`src/rtl/cla_pkg.sv`:
```
// Shared types and defaults for the pipelined carry-lookahead adder/subtractor.
package cla_pkg;

  localparam int DEFAULT_WIDTH = 16;
  localparam int DEFAULT_GROUP = 4;

  typedef enum logic [1:0] {
    OP_ADD = 2'd0,
    OP_ADC = 2'd1,
    OP_SUB = 2'd2,
    OP_SBB = 2'd3
  } op_e;

  typedef struct packed {
    logic cout;
    logic ovf;
    logic zero;
  } flags_t;

  // SUB forces the +1 of two's complement; ADC/SBB take the external carry.
  function automatic logic carry_in_for(input op_e op, input logic cin);
    logic c;
    case (op)
      OP_ADD:  c = 1'b0;
      OP_ADC:  c = cin;
      OP_SUB:  c = 1'b1;
      OP_SBB:  c = cin;
      default: c = 1'b0;
    endcase
    return c;
  endfunction

endpackage

```
`src/rtl/cla_group.sv`:
```
// One GROUP-bit lookahead block: every internal carry is a flat sum-of-products
// of the group carry-in, so there is no ripple path inside the group.
module cla_group #(
  parameter int GROUP = 4
) (
  input  logic [GROUP-1:0] a_i,
  input  logic [GROUP-1:0] b_i,
  input  logic             cin_i,
  output logic [GROUP-1:0] sum_o,
  output logic             cout_o,
  output logic             cmsb_o
);

  logic [GROUP-1:0] p;
  logic [GROUP-1:0] g;
  logic [GROUP:0]   c;

  assign p = a_i ^ b_i;
  assign g = a_i & b_i;

  // c[i] = (cin & p[0..i-1]) | OR_j (g[j] & p[j+1..i-1])
  function automatic logic lookahead(input logic [GROUP-1:0] p_v,
                                     input logic [GROUP-1:0] g_v,
                                     input logic c_in,
                                     input int i);
    logic res;
    logic term;
    res = c_in;
    for (int j = 0; j < i; j++) begin
      res = res & p_v[j];
    end
    for (int j = 0; j < i; j++) begin
      term = g_v[j];
      for (int k = j + 1; k < i; k++) begin
        term = term & p_v[k];
      end
      res = res | term;
    end
    return res;
  endfunction

  generate
    for (genvar gi = 0; gi <= GROUP; gi++) begin : g_carry
      assign c[gi] = lookahead(p, g, cin_i, gi);
    end
  endgenerate

  assign sum_o  = p ^ c[GROUP-1:0];
  assign cout_o = c[GROUP];
  assign cmsb_o = c[GROUP-1];

endmodule

```
`src/rtl/pipelined_cla_addsub.sv`:
```
// Pipelined CLA add/subtract: group k is resolved in stage k from a registered
// carry, with triangular skew (operands) and deskew (results) register banks.
module pipelined_cla_addsub
  import cla_pkg::*;
#(
  parameter int WIDTH = DEFAULT_WIDTH,
  parameter int GROUP = DEFAULT_GROUP
) (
  input  logic             clk,
  input  logic             rst,
  input  logic             in_valid,
  output logic             in_ready,
  input  logic [WIDTH-1:0] a,
  input  logic [WIDTH-1:0] b,
  input  logic             cin,
  input  logic [1:0]       op,
  output logic             out_valid,
  input  logic             out_ready,
  output logic [WIDTH-1:0] sum,
  output logic             cout,
  output logic             ovf,
  output logic             zero
);

  localparam int NUM_GROUPS = WIDTH / GROUP;
  localparam int N          = NUM_GROUPS;
  localparam int SKEW_BITS  = GROUP * N * (N + 1) / 2;
  localparam int DESK_BITS  = (N > 1) ? GROUP * N * (N - 1) / 2 : 1;

  // Rank k of the skew bank holds operand bits [WIDTH-1 : k*GROUP].
  function automatic int skew_off(input int k);
    return GROUP * (k * N - k * (k - 1) / 2);
  endfunction

  // Rank k of the deskew bank holds result bits [k*GROUP-1 : 0].
  function automatic int desk_off(input int k);
    return GROUP * k * (k - 1) / 2;
  endfunction

  logic             en;
  op_e              op_s;
  logic [WIDTH-1:0] b_eff;
  logic             c0;

  logic [SKEW_BITS-1:0] a_skew_q, a_skew_d;
  logic [SKEW_BITS-1:0] b_skew_q, b_skew_d;
  logic [DESK_BITS-1:0] desk_q, desk_d;
  logic [N-1:0]         carry_q, carry_d;
  logic [N-1:0]         valid_q, valid_d;

  logic [N-1:0][GROUP-1:0] grp_sum;
  logic [N-1:0]            grp_cout;
  logic                    cmsb_last;

  logic [WIDTH-1:0] sum_q, sum_d;
  flags_t           flags_q, flags_d;
  logic             out_valid_q;

  assign en       = !out_valid_q || out_ready;
  assign in_ready = en;

  assign op_s  = op_e'(op);
  assign b_eff = op[1] ? ~b : b;
  assign c0    = carry_in_for(op_s, cin);

  assign a_skew_d[0 +: WIDTH] = a;
  assign b_skew_d[0 +: WIDTH] = b_eff;
  assign carry_d[0]           = c0;
  assign valid_d[0]           = in_valid;

  generate
    for (genvar gi = 0; gi < N; gi++) begin : g_stage
      if (gi < N - 1) begin : g_mid
        logic cmsb_unused;

        cla_group #(.GROUP(GROUP)) u_grp (
          .a_i    (a_skew_q[skew_off(gi) +: GROUP]),
          .b_i    (b_skew_q[skew_off(gi) +: GROUP]),
          .cin_i  (carry_q[gi]),
          .sum_o  (grp_sum[gi]),
          .cout_o (grp_cout[gi]),
          .cmsb_o (cmsb_unused)
        );

        assign a_skew_d[skew_off(gi + 1) +: (N - gi - 1) * GROUP] =
          a_skew_q[skew_off(gi) + GROUP +: (N - gi - 1) * GROUP];
        assign b_skew_d[skew_off(gi + 1) +: (N - gi - 1) * GROUP] =
          b_skew_q[skew_off(gi) + GROUP +: (N - gi - 1) * GROUP];
        assign carry_d[gi + 1] = grp_cout[gi];
        assign valid_d[gi + 1] = valid_q[gi];

        if (gi == 0) begin : g_desk_first
          assign desk_d[desk_off(1) +: GROUP] = grp_sum[0];
        end else begin : g_desk_grow
          assign desk_d[desk_off(gi + 1) +: (gi + 1) * GROUP] =
            {grp_sum[gi], desk_q[desk_off(gi) +: gi * GROUP]};
        end
      end else begin : g_last
        // Only the top group's MSB carry feeds the signed-overflow flag.
        cla_group #(.GROUP(GROUP)) u_grp (
          .a_i    (a_skew_q[skew_off(gi) +: GROUP]),
          .b_i    (b_skew_q[skew_off(gi) +: GROUP]),
          .cin_i  (carry_q[gi]),
          .sum_o  (grp_sum[gi]),
          .cout_o (grp_cout[gi]),
          .cmsb_o (cmsb_last)
        );
      end
    end

    if (N > 1) begin : g_out_multi
      assign sum_d = {grp_sum[N-1], desk_q[desk_off(N - 1) +: (N - 1) * GROUP]};
    end else begin : g_out_single
      assign sum_d  = grp_sum[0];
      assign desk_d = '0;
    end
  endgenerate

  assign flags_d.cout = grp_cout[N-1];
  assign flags_d.ovf  = grp_cout[N-1] ^ cmsb_last;
  assign flags_d.zero = (sum_d == '0);

  // A single enable freezes every rank, so stalls hold both data and bubbles.
  always_ff @(posedge clk or posedge rst) begin
    if (rst) begin
      a_skew_q    <= '0;
      b_skew_q    <= '0;
      desk_q      <= '0;
      carry_q     <= '0;
      valid_q     <= '0;
      sum_q       <= '0;
      flags_q     <= '0;
      out_valid_q <= 1'b0;
    end else if (en) begin
      a_skew_q    <= a_skew_d;
      b_skew_q    <= b_skew_d;
      desk_q      <= desk_d;
      carry_q     <= carry_d;
      valid_q     <= valid_d;
      sum_q       <= sum_d;
      flags_q     <= flags_d;
      out_valid_q <= valid_q[N-1];
    end
  end

  assign out_valid = out_valid_q;
  assign sum       = sum_q;
  assign cout      = flags_q.cout;
  assign ovf       = flags_q.ovf;
  assign zero      = flags_q.zero;

endmodule

```
`config.mk`:
```
export PLATFORM = sky130hd
export DESIGN_NAME = pipelined_cla_addsub
export DESIGN_NICKNAME = d
export VERILOG_FILES = /design/src/rtl/cla_pkg.sv /design/src/rtl/cla_group.sv /design/src/rtl/pipelined_cla_addsub.sv
export SDC_FILE = /design/constraint.sdc
export NUM_CORES = 1
export LEC_CHECK = 0
export BUFFER_PORTS_ARGS = -buffer_cell sky130_fd_sc_hd__buf_2
export CORE_MARGIN = 3
export CORE_UTILIZATION = 50
export DETAILED_ROUTE_END_ITERATION = 10
export PLACE_DENSITY = 0.74
export SYNTH_ARGS = -nofsm -noshare
export SYNTH_HDL_FRONTEND = slang
export SYNTH_SLANG_ARGS = --single-unit
export TNS_END_PERCENT = 50
```
`constraint.sdc`:
```
create_clock -name clk -period 14.5 [get_ports clk]
set_input_delay 3.625 -clock clk [delete_from_list [all_inputs] [get_ports clk]]
set_output_delay 3.625 -clock clk [all_outputs]
set_load 0.01 [all_outputs]
```
Word level (Yosys, flattened, before mapping). Index checks and enable logic that the tools add are counted.

Equality and inequality tests: 3. Mux-type cells: 2. Bitwise operators: 94. Reduce and logical (&&, ||, !) cells: 5.

Operator list (number): 1-bit AND (40); 1-bit OR (40); 4-bit XOR (8); 4-bit AND (4); 16-bit logical NOT (1); 16-bit two-way mux (1); 16-bit NOT (1); 2-bit equality test, second input constant (2); 1-bit one-hot mux with 3 select lines (1); 2-bit by 1-bit equality test with 1-bit output, second input constant (1); 2-bit logical NOT (1); 2-bit OR reduction (1); 1-bit logical NOT (1); 1-bit logical OR (1); 1-bit XOR (1).

Register bits after elaboration: 132. Input port bits: 39. Output and inout port bits: 21. Word-level logic and storage cells: 114.

Logic depth before layout (Yosys ltp). Gate-level depths: netlist of run 1.

Depth in word-level cells: 10. Depth in mapped cells: 6. Gate-level depth less buffers: 6.

Hierarchy. A second synthesis of run 1 with hierarchy kept.

Cells, all modules: 628. Area total of the unflattened synthesis: 5830.6 um^2.

Modules (own cells, without submodules): pipelined_cla_addsub (instances 1, cells an instance 564, area an instance 5181.2 um^2, sequential area each 3303.2 um^2); cla_group (g_stage[0].g_mid.u_grp ...) (instances 3, cells an instance 15, area an instance 162.7 um^2, sequential area each 0.0 um^2); cla_group (g_stage[3].g_last.u_grp) (instances 1, cells an instance 19, area an instance 161.4 um^2, sequential area each 0.0 um^2).

Worst setup path before layout of run 1. Ideal clock, no wire load.

Path type: input -> output. Start: in out_ready. End: out in_ready. Arrival: 4.066 ns. Required time: 10.875 ns. Slack: 6.809 ns. Stages on the path: 3. Buffers on the path: 1. Cell sequence: nor2b_2 inv_2 clkbuf_1.

Word-level cells in the longest chain between the ends: 1.

Ends and longest elaborated chain: start, declared (RTL line pipelined_cla_addsub.sv:18) `input logic out_ready,`; 1-bit logical OR (RTL line pipelined_cla_addsub.sv:59) `assign en = !out_valid_q || out_ready;`; end, declared (RTL line pipelined_cla_addsub.sv:12) `output logic in_ready,`.

No other way between the ends.

Final worst setup path of run 1. Same ends and word-level chain as after synthesis.

==> results.cfg, run 1 <==
[global_route]
grt_pass1_vias = 3941
grt.overflow.total = 0
grt_pass1_wl_um = 17900
grt_max_degree = 113
grt.total_usage = 0.177
antenna_found_initial = 0

[setup_path]
cp_max_fo = 46
critPathCaptureType = output pin
path_class = input pin to output pin
start_kind = input pin
critPathArrivalTime_ns = 4.88
required_ns = 10.88

[floorplanning]
dieArea_um2 = 12500
ios = 60
design.core.area_um2 = 10900
rows = 38
fp.dieW_um = 112
die_y_um = 112
start_util = 0.516

[clock_tree]
post_cts_buffers = 0
htree_levels = 4
cts_tree = built
clock_latency_ns = 0.52
hold_buffers = 0
clkSinkCount = 132
clk_pin_slew_ns = 0.06
cts_made_buffers = 17
clock-root-buffer = clkbuf_8
clk_path_buf_depth = 2
cts_resized = 0

[synthesis]
synth-compound-area-share = 0.0521
synth_area_leader_cell = dfrtp_1
syn_area_um2 = 5620
ys.warnings.count = 0
ys_seq_area_frac = 0.588
yosys.area_share.simple = 0.233
ys.flop_type = dfrtp_1
ys_types = 31
yosys-top-cells-area = dfrtp_1 59%, nand2_1 21%, ha_1 4.5%
synthXorXnorAreaFrac = 0.0327
synth_edf_count = 0
synth-seq-cells = 132
synth_nets = 660
netlist.area_leader.share = 0.588
synthAdderAreaFrac = 0.0588
async_flop_share = 1.00
synth_top_family_by_area = simple AND/OR/NAND/NOR gates
synth.avg_cell_area_um2 = 9.41
syn_inst = 597
synth.mux.area_fraction = 0.00757

[timing]
fin_skew_ns = 0.0108
fin_crit_sh = 0.586
worstMarginPinSlew_ns = 1.04
fin_ws_ns = 6.00
setup_violations = 0
drv_slew = 0
hold_slack_ns = 0.464
rsz0062_at_grt = false
relSlewSlack = 0.303
layout_min_cycle_time_ns = 8.50
tns_ns = 0
max_freq_ghz = 0.118
hold_violations = 0

[placed_design]
gp_congestion = 0.808
place_ws_ns = 5.99
portBuffers = 59
dpl.hpwl_um = 6550

[detailed_routing]
vias = 3965
drt-vias-per-instance = 4.96
drt_iter0_markers = 274
drc = 0
wl_per_cell_um = 12.6
highest_layer = met4
met1Wirelength_um = 4520
wl_met3_um = 449
ant_nets = 0
first_pass_iters = 4
wl_met2_um = 4960
routed_wirelength_um = 10100

[status]
outcome = completed

[finish]
nets = 712
antennaDiodeCount = 0
layout.cells.most_common = nand2_1
drive_gt1_frac = 0.147
n_fill_cell = 918
syn_to_final_growth_pct = 16.0
final_cell_mix = 315 x nand2_1, 132 x dfrtp_1, 59 x buf_2

[worst_hold_path]
hold_path.class = flip-flop to flip-flop

[pwr]
p_leak_nw = 3.37
peakVddDrop_mv = 0.103
power_density_nw_per_um2 = 226

[job]
max_cap_violations = 0
cell usage after synthesis (2+ instances only):
cell type  number
a21oi_1         4
buf_1           3
buf_2          13
clkbuf_1       13
dfrtp_1       132
fa_1            4
ha_1           20
mux2i_1         2
nand2_1       315
nand2b_1        4
nor2_1          5
nor3_1          8
o21a_1          9
o21ai_1        21
o31a_1          3
o31ai_1         7
xnor2_1        20
layout make-up:
class / count / area (um^2) / area share
Clock buffer: 19 / 422 / 0.0647
Sequential cell: 132 / 3300 / 0.507
Tap cell: 140 / 175 / 0.0269
Inverter: 2 / 10.0 / 0.00154
Timing Repair Buffer: 63 / 325 / 0.0499
Clock inverter: 11 / 114 / 0.0175
Multi-Input combinational cell: 433 / 2170 / 0.332
sequential cells by signal, indices dropped and copies added (netlist names), 4 cells and up:
register  count
desk_q       24
a_skew_q     40
sum          16
b_skew_q     40
valid_q       4
carry_q       4
worst max-delay path, cell delays in order:
cell     delay [ns]
buf_2          0.11
nor2b_4        0.09
buf_4          0.40
inv_2          0.37
buf_2          0.25
stage by stage:
step                      cell area (um^2)  instances   util  total power [mW]
after floorplan                       5620        597      -             0.973
after global placement                5980        770  0.549              1.07
after detailed placement              5980        770  0.549              1.10
after CTS                             6520        800  0.598              1.49
after global routing                  6520        800  0.598              1.60
final                                 6520        800  0.598              1.47
final timing paths:
path,endpoint,from,slack (ns),depth (start not counted)
hold / removal,sum[11],sum[11],0.46,2
min in group asynchronous,b_skew_q[39],rst,3.22,2
hold reg to reg,sum[11],sum[11],0.46,2
max in group asynchronous,b_skew_q[36],rst,9.91,3
setup reg to reg,b_skew_q[39],out_valid,12.10,6
setup / recovery,in_ready,out_ready,6.00,5
report_power, final:
group          internal, mW  leakage (nW)  switching (mW)  total, mW
Combinational         0.193          1.51           0.259      0.451
Sequential            0.533          1.60           0.102      0.635
Clock                 0.240         0.263           0.146      0.386
Total                 0.965          3.37           0.507       1.47
metal layers:
layer | GRT usage | vias to the layer above
met1 | 0.225 | 1887
met5 | 0 | -
li1 | - | 1996
met3 | 0.0440 | 17
met2 | 0.295 | 65
met4 | 0.0649 | 0
cell families after synthesis:
family / after synthesis
AOI/OAI and AO/OA: 47
DFF: 132
and+or+nand+nor: 337
buffers and inverters: 32
muxes: 4
adders and majority gates: 24
xor gates and xnor gates: 21
Power figures use the tool's default switching activity.
==> run 2: changes to the inputs <==
clock period = 8.1 ns   (was 14.5 ns; I/O delays follow)
==> run 2 against run 1 <==
Effect of this change: setup slack lost 3.0 ns; flip-flop and latch count unchanged; utilization is 0.83 points higher; largest cell class unchanged; first-iteration DRC count shrank 14%; largest power group unchanged; clock power up 110%; critical path depth stayed put; clock skew decreased by 0.0055 ns; register-to-register slack lost 6.4 ns.
==> results.cfg, run 2 (synthesis gave the netlist of run 1 again) <==
[clock_tree]
clkSinkCount = 132
clk_path_buf_depth = 2
cts_resized = 0
clk_pin_slew_ns = 0.05
htree_levels = 4
hold_buffers = 0
clock-root-buffer = clkbuf_8
cts_tree = built
clock_latency_ns = 0.52
cts_made_buffers = 17
post_cts_buffers = 0

[status]
outcome = completed

[floorplanning]
design.core.area_um2 = 10900
fp.dieW_um = 112
dieArea_um2 = 12500
ios = 60
die_y_um = 112
start_util = 0.516
rows = 38

[setup_path]
required_ns = 6.08
reg2reg_slack_ns = 5.71
worstReg2RegEnd = sum[15]
critPathCaptureType = output pin
path_class = input pin to output pin
reg2reg_from = out_valid
critPathArrivalTime_ns = 3.10
start_kind = input pin
cp_max_fo = 45
reg2reg_depth = 5

[pwr]
seqPwrFrac = 0.413
p_leak_nw = 3.41
internal-power_mw = 1.84
p_sw_frac = 0.331
switchingPower_mw = 0.909
power_density_nw_per_um2 = 416
combPwrFrac = 0.295
peakVddDrop_mv = 0.185
clkPwrFrac = 0.292

[timing]
relSlewSlack = 0.308
rsz0062_at_grt = false
setup_violations = 0
layout_min_cycle_time_ns = 5.13
fin_skew_ns = 0.00534
drv_slew = 0
worstMarginPinSlew_ns = 1.04
tns_ns = 0
hold_violations = 0
max_freq_ghz = 0.195
fin_crit_sh = 0.633
hold_slack_ns = 0.466
fin_ws_ns = 2.97

[placed_design]
place_ws_ns = 2.94
portBuffers = 59
placement.cell_area_um2 = 5980
gp_congestion = 0.778
dpl.hpwl_um = 6520
placed_cells = 770

[global_route]
grt_max_degree = 114
grt.overflow.total = 0
grt_pass1_wl_um = 18200
antenna_found_initial = 0
grt_pass1_vias = 4041
grt.total_usage = 0.180

[finish]
final_cell_mix = 315 x nand2_1, 132 x dfrtp_1, 59 x buf_2
drive_gt1_frac = 0.148
layout.cells.most_common = nand2_1
top_regs = a_skew_q x40, b_skew_q x40, desk_q x24
nets = 712
n_fill_cell = 921
antennaDiodeCount = 0
stdcell_count = 800
syn_to_final_growth_pct = 17.6
fin_area_um2 = 6610

[detailed_routing]
wl_per_cell_um = 12.7
routed_wirelength_um = 10100
drt_iter0_markers = 236
first_pass_iters = 4
ant_nets = 0
drt-vias-per-instance = 4.94
drc = 0
vias = 3949

[worst_hold_path]
hold_path.class = flip-flop to flip-flop
whs_endpoint = a_skew_q[34]
min-delay-start = a_skew_q[34]
min_path_cells = 2

[job]
max_cap_violations = 0
-- run 2: cell count changes in the layout (fill, tap and decap cells not counted), sizes merged --
cell / before / now
clkbuf: 19 / 20
bufinv: 2 / 5
clkinv: 7 / 3
-- run 2: cell type report --
class / count / area, um^2 / share of cell area
Tap cell: 140 / 175 / 0.0265
Timing Repair Buffer: 63 / 325 / 0.0493
Clock inverter: 10 / 180 / 0.0273
Multi-Input combinational cell: 433 / 2170 / 0.328
Sequential cell: 132 / 3300 / 0.500
Clock buffer: 20 / 445 / 0.0674
Inverter: 2 / 10.0 / 0.00152
-- run 2: worst max path at each step --
stage / start / endpoint / slack [ns] / cells past startpoint
2_1_floorplan: rst / a_skew_q[0] / 2.55 / 1
3_5_place_dp: out_ready / in_ready / 2.94 / 5
6_report: out_ready / in_ready / 2.97 / 5
5_1_grt: out_ready / in_ready / 2.85 / 5
3_3_place_gp: out_ready / in_ready / 2.98 / 5
4_1_cts: out_ready / in_ready / 2.94 / 5
-- run 2: worst max-delay path, stage by stage --
cell     delay (ns)
buf_2          0.11
nor2b_4        0.09
buf_4          0.41
inv_2          0.26
buf_2          0.21
-- run 2: through the flow --
stage	power [mW]	util
after global placement	1.91	0.549
after CTS	2.78	0.607
after global routing	2.98	0.607
final	2.75	0.607
after floorplan	1.74	-
after detailed placement	1.96	0.549
-- run 2: power groups by stage --
stage | Combinational [mW] | Sequential [mW] | Clock [mW]
2_1_floorplan | 0.623 | 1.12 | 0
3_3_place_gp | 0.784 | 1.13 | 0
3_5_place_dp | 0.818 | 1.14 | 0
4_1_cts | 0.828 | 1.14 | 0.819
5_1_grt | 0.959 | 1.17 | 0.850
6_report | 0.812 | 1.13 | 0.802
-- run 2: metal layers --
metal | track usage | part of all wire
met1 | 0.225 | 0.45
met5 | 0 | 0
met2 | 0.298 | 0.49
met3 | 0.0538 | 0.040
met4 | 0.0625 | 0.014
==> run 3: changes to the inputs <==
PLACE_DENSITY = 0.76   (was 0.74)
clock period = 4.7 ns   (was 8.1 ns; I/O delays follow)
==> run 3 against run 2 <==
Effect of this change: sequential share of layout area increased by 0.24 points; highest routed layer unchanged; critical endpoint unchanged; clock-buffer cell count is 1 higher; clock power up 60%; non-clock buffer count did not move.
==> results.cfg, run 3 (synthesis gave the netlist of run 1 again) <==
[status]
outcome = completed

[clock_tree]
clk_pin_slew_ns = 0.05
htree_levels = 4
cts_made_buffers = 17
clock_latency_ns = 0.51
hold_buffers = 0
cts_resized = 0
clk_path_buf_depth = 2
clock-root-buffer = clkbuf_8
post_cts_buffers = 0
clkSinkCount = 132
cts_tree = built

[detailed_routing]
vias = 3936
drt_iter0_markers = 224
routed_wirelength_um = 9930
wl_per_cell_um = 12.4
first_pass_iters = 4
drt-vias-per-instance = 4.91
drc = 0
ant_nets = 0

[timing]
tns_ns = 0
hold_violations = 0
setup_violations = 0
relSlewSlack = 0.328
layout_min_cycle_time_ns = 2.82
max_freq_ghz = 0.355
drv_slew = 0
rsz0062_at_grt = false
fin_skew_ns = 0.0103
hold_slack_ns = 0.456
worstMarginPinSlew_ns = 1.01
fin_crit_sh = 0.600

[pwr]
seqPwrFrac = 0.422
internal-power_mw = 3.07
power_density_nw_per_um2 = 706
p_leak_nw = 3.40
switchingPower_mw = 1.57
peakVddDrop_mv = 0.319
p_sw_frac = 0.338
combPwrFrac = 0.303
clkPwrFrac = 0.275

[finish]
drive_gt1_frac = 0.148
syn_to_final_growth_pct = 17.0
final_cell_mix = 315 x nand2_1, 132 x dfrtp_1, 59 x buf_2
nets = 712
top_regs = a_skew_q x40, b_skew_q x40, desk_q x24
antennaDiodeCount = 0
layout.cells.most_common = nand2_1

[setup_path]
reg2reg_from = out_valid
reg2reg_slack_ns = 2.75
critPathCaptureType = output pin
worstReg2RegEnd = sum[15]
crit_top_cell = buf_2
start_kind = input pin
cp_num_buf_inv = 3
cp_max_fo = 3
cp_slowest_stage_delay_ns = 0.14
cp_top_family = buffers and inverters
required_ns = 3.52
cpMaxStageDelayCell = buf_2
path_cells = buf_2 > nor2b_4 > inv_2 > buf_2
path_class = input pin to output pin
reg2reg_depth = 4
critPathArrivalTime_ns = 1.64

[global_route]
antenna_found_initial = 0
grt_pass1_vias = 4094
grt_max_degree = 133
grt_pass1_wl_um = 18000
grt.total_usage = 0.175
grt.overflow.total = 0

[placed_design]
portBuffers = 59
gp_congestion = 0.765
dpl.hpwl_um = 6430

[worst_hold_path]
whs_endpoint = sum[4]
min_path_cells = 2
hold_path.class = flip-flop to flip-flop
min-delay-start = sum[4]

[floorplanning]
die_y_um = 112
dieArea_um2 = 12500
design.core.area_um2 = 10900
rows = 38
start_util = 0.516
ios = 60
fp.dieW_um = 112

[job]
max_cap_violations = 0
## run 3: worst min-delay path: cells and delay by family (launching register included)
kind / cells / cell delay [ns]
DFF: 1 / 0.33
and+or+nand+nor: 2 / 0.09
## run 3: stage by stage
step           cell area [um^2]  setup WS [ns]   util  std cells  power, mW
6_report                   6570           1.88  0.604        801       4.64
5_1_grt                    6570           1.85  0.604        801       5.03
4_1_cts                    6570           1.87  0.604        801       4.70
3_5_place_dp               5990           1.87  0.550        770       3.40
3_3_place_gp               5990           1.87  0.550        770       3.30
2_1_floorplan              5620           1.89      -        597       3.00
## run 3: power by group through the flow
stage | combinational, mW | clock (mW) | sequential [mW]
after floorplan | 1.07 | 0 | 1.93
after global placement | 1.35 | 0 | 1.95
after detailed placement | 1.42 | 0 | 1.98
after CTS | 1.43 | 1.31 | 1.97
after global routing | 1.64 | 1.36 | 2.03
final | 1.40 | 1.28 | 1.96
## run 3: final cells by class
type	instances	area, um^2
clock inverters	10	131
clock buffers	21	449
fillers	942	4310
flip-flops and latches	132	3300
inverters	2	11.3
well taps	140	175
repair buffers	63	338
multi-input cells	433	2170
## run 3: worst max-delay path by stage
| stage | depth (start not counted) | endpoint | from |
|---|---|---|---|
| floorplan | 1 | a_skew_q[0] | rst |
| CTS | 4 | in_ready | out_ready |
| detailed placement | 4 | in_ready | out_ready |
| finish | 4 | in_ready | out_ready |
| global route | 4 | in_ready | out_ready |
| global placement | 4 | in_ready | out_ready |
## run 3: metal layers
layer	track usage	share of wire
met2	0.300	0.49
met5	0	0
met1	0.213	0.45
met3	0.0576	0.041
met4	0.0481	0.012
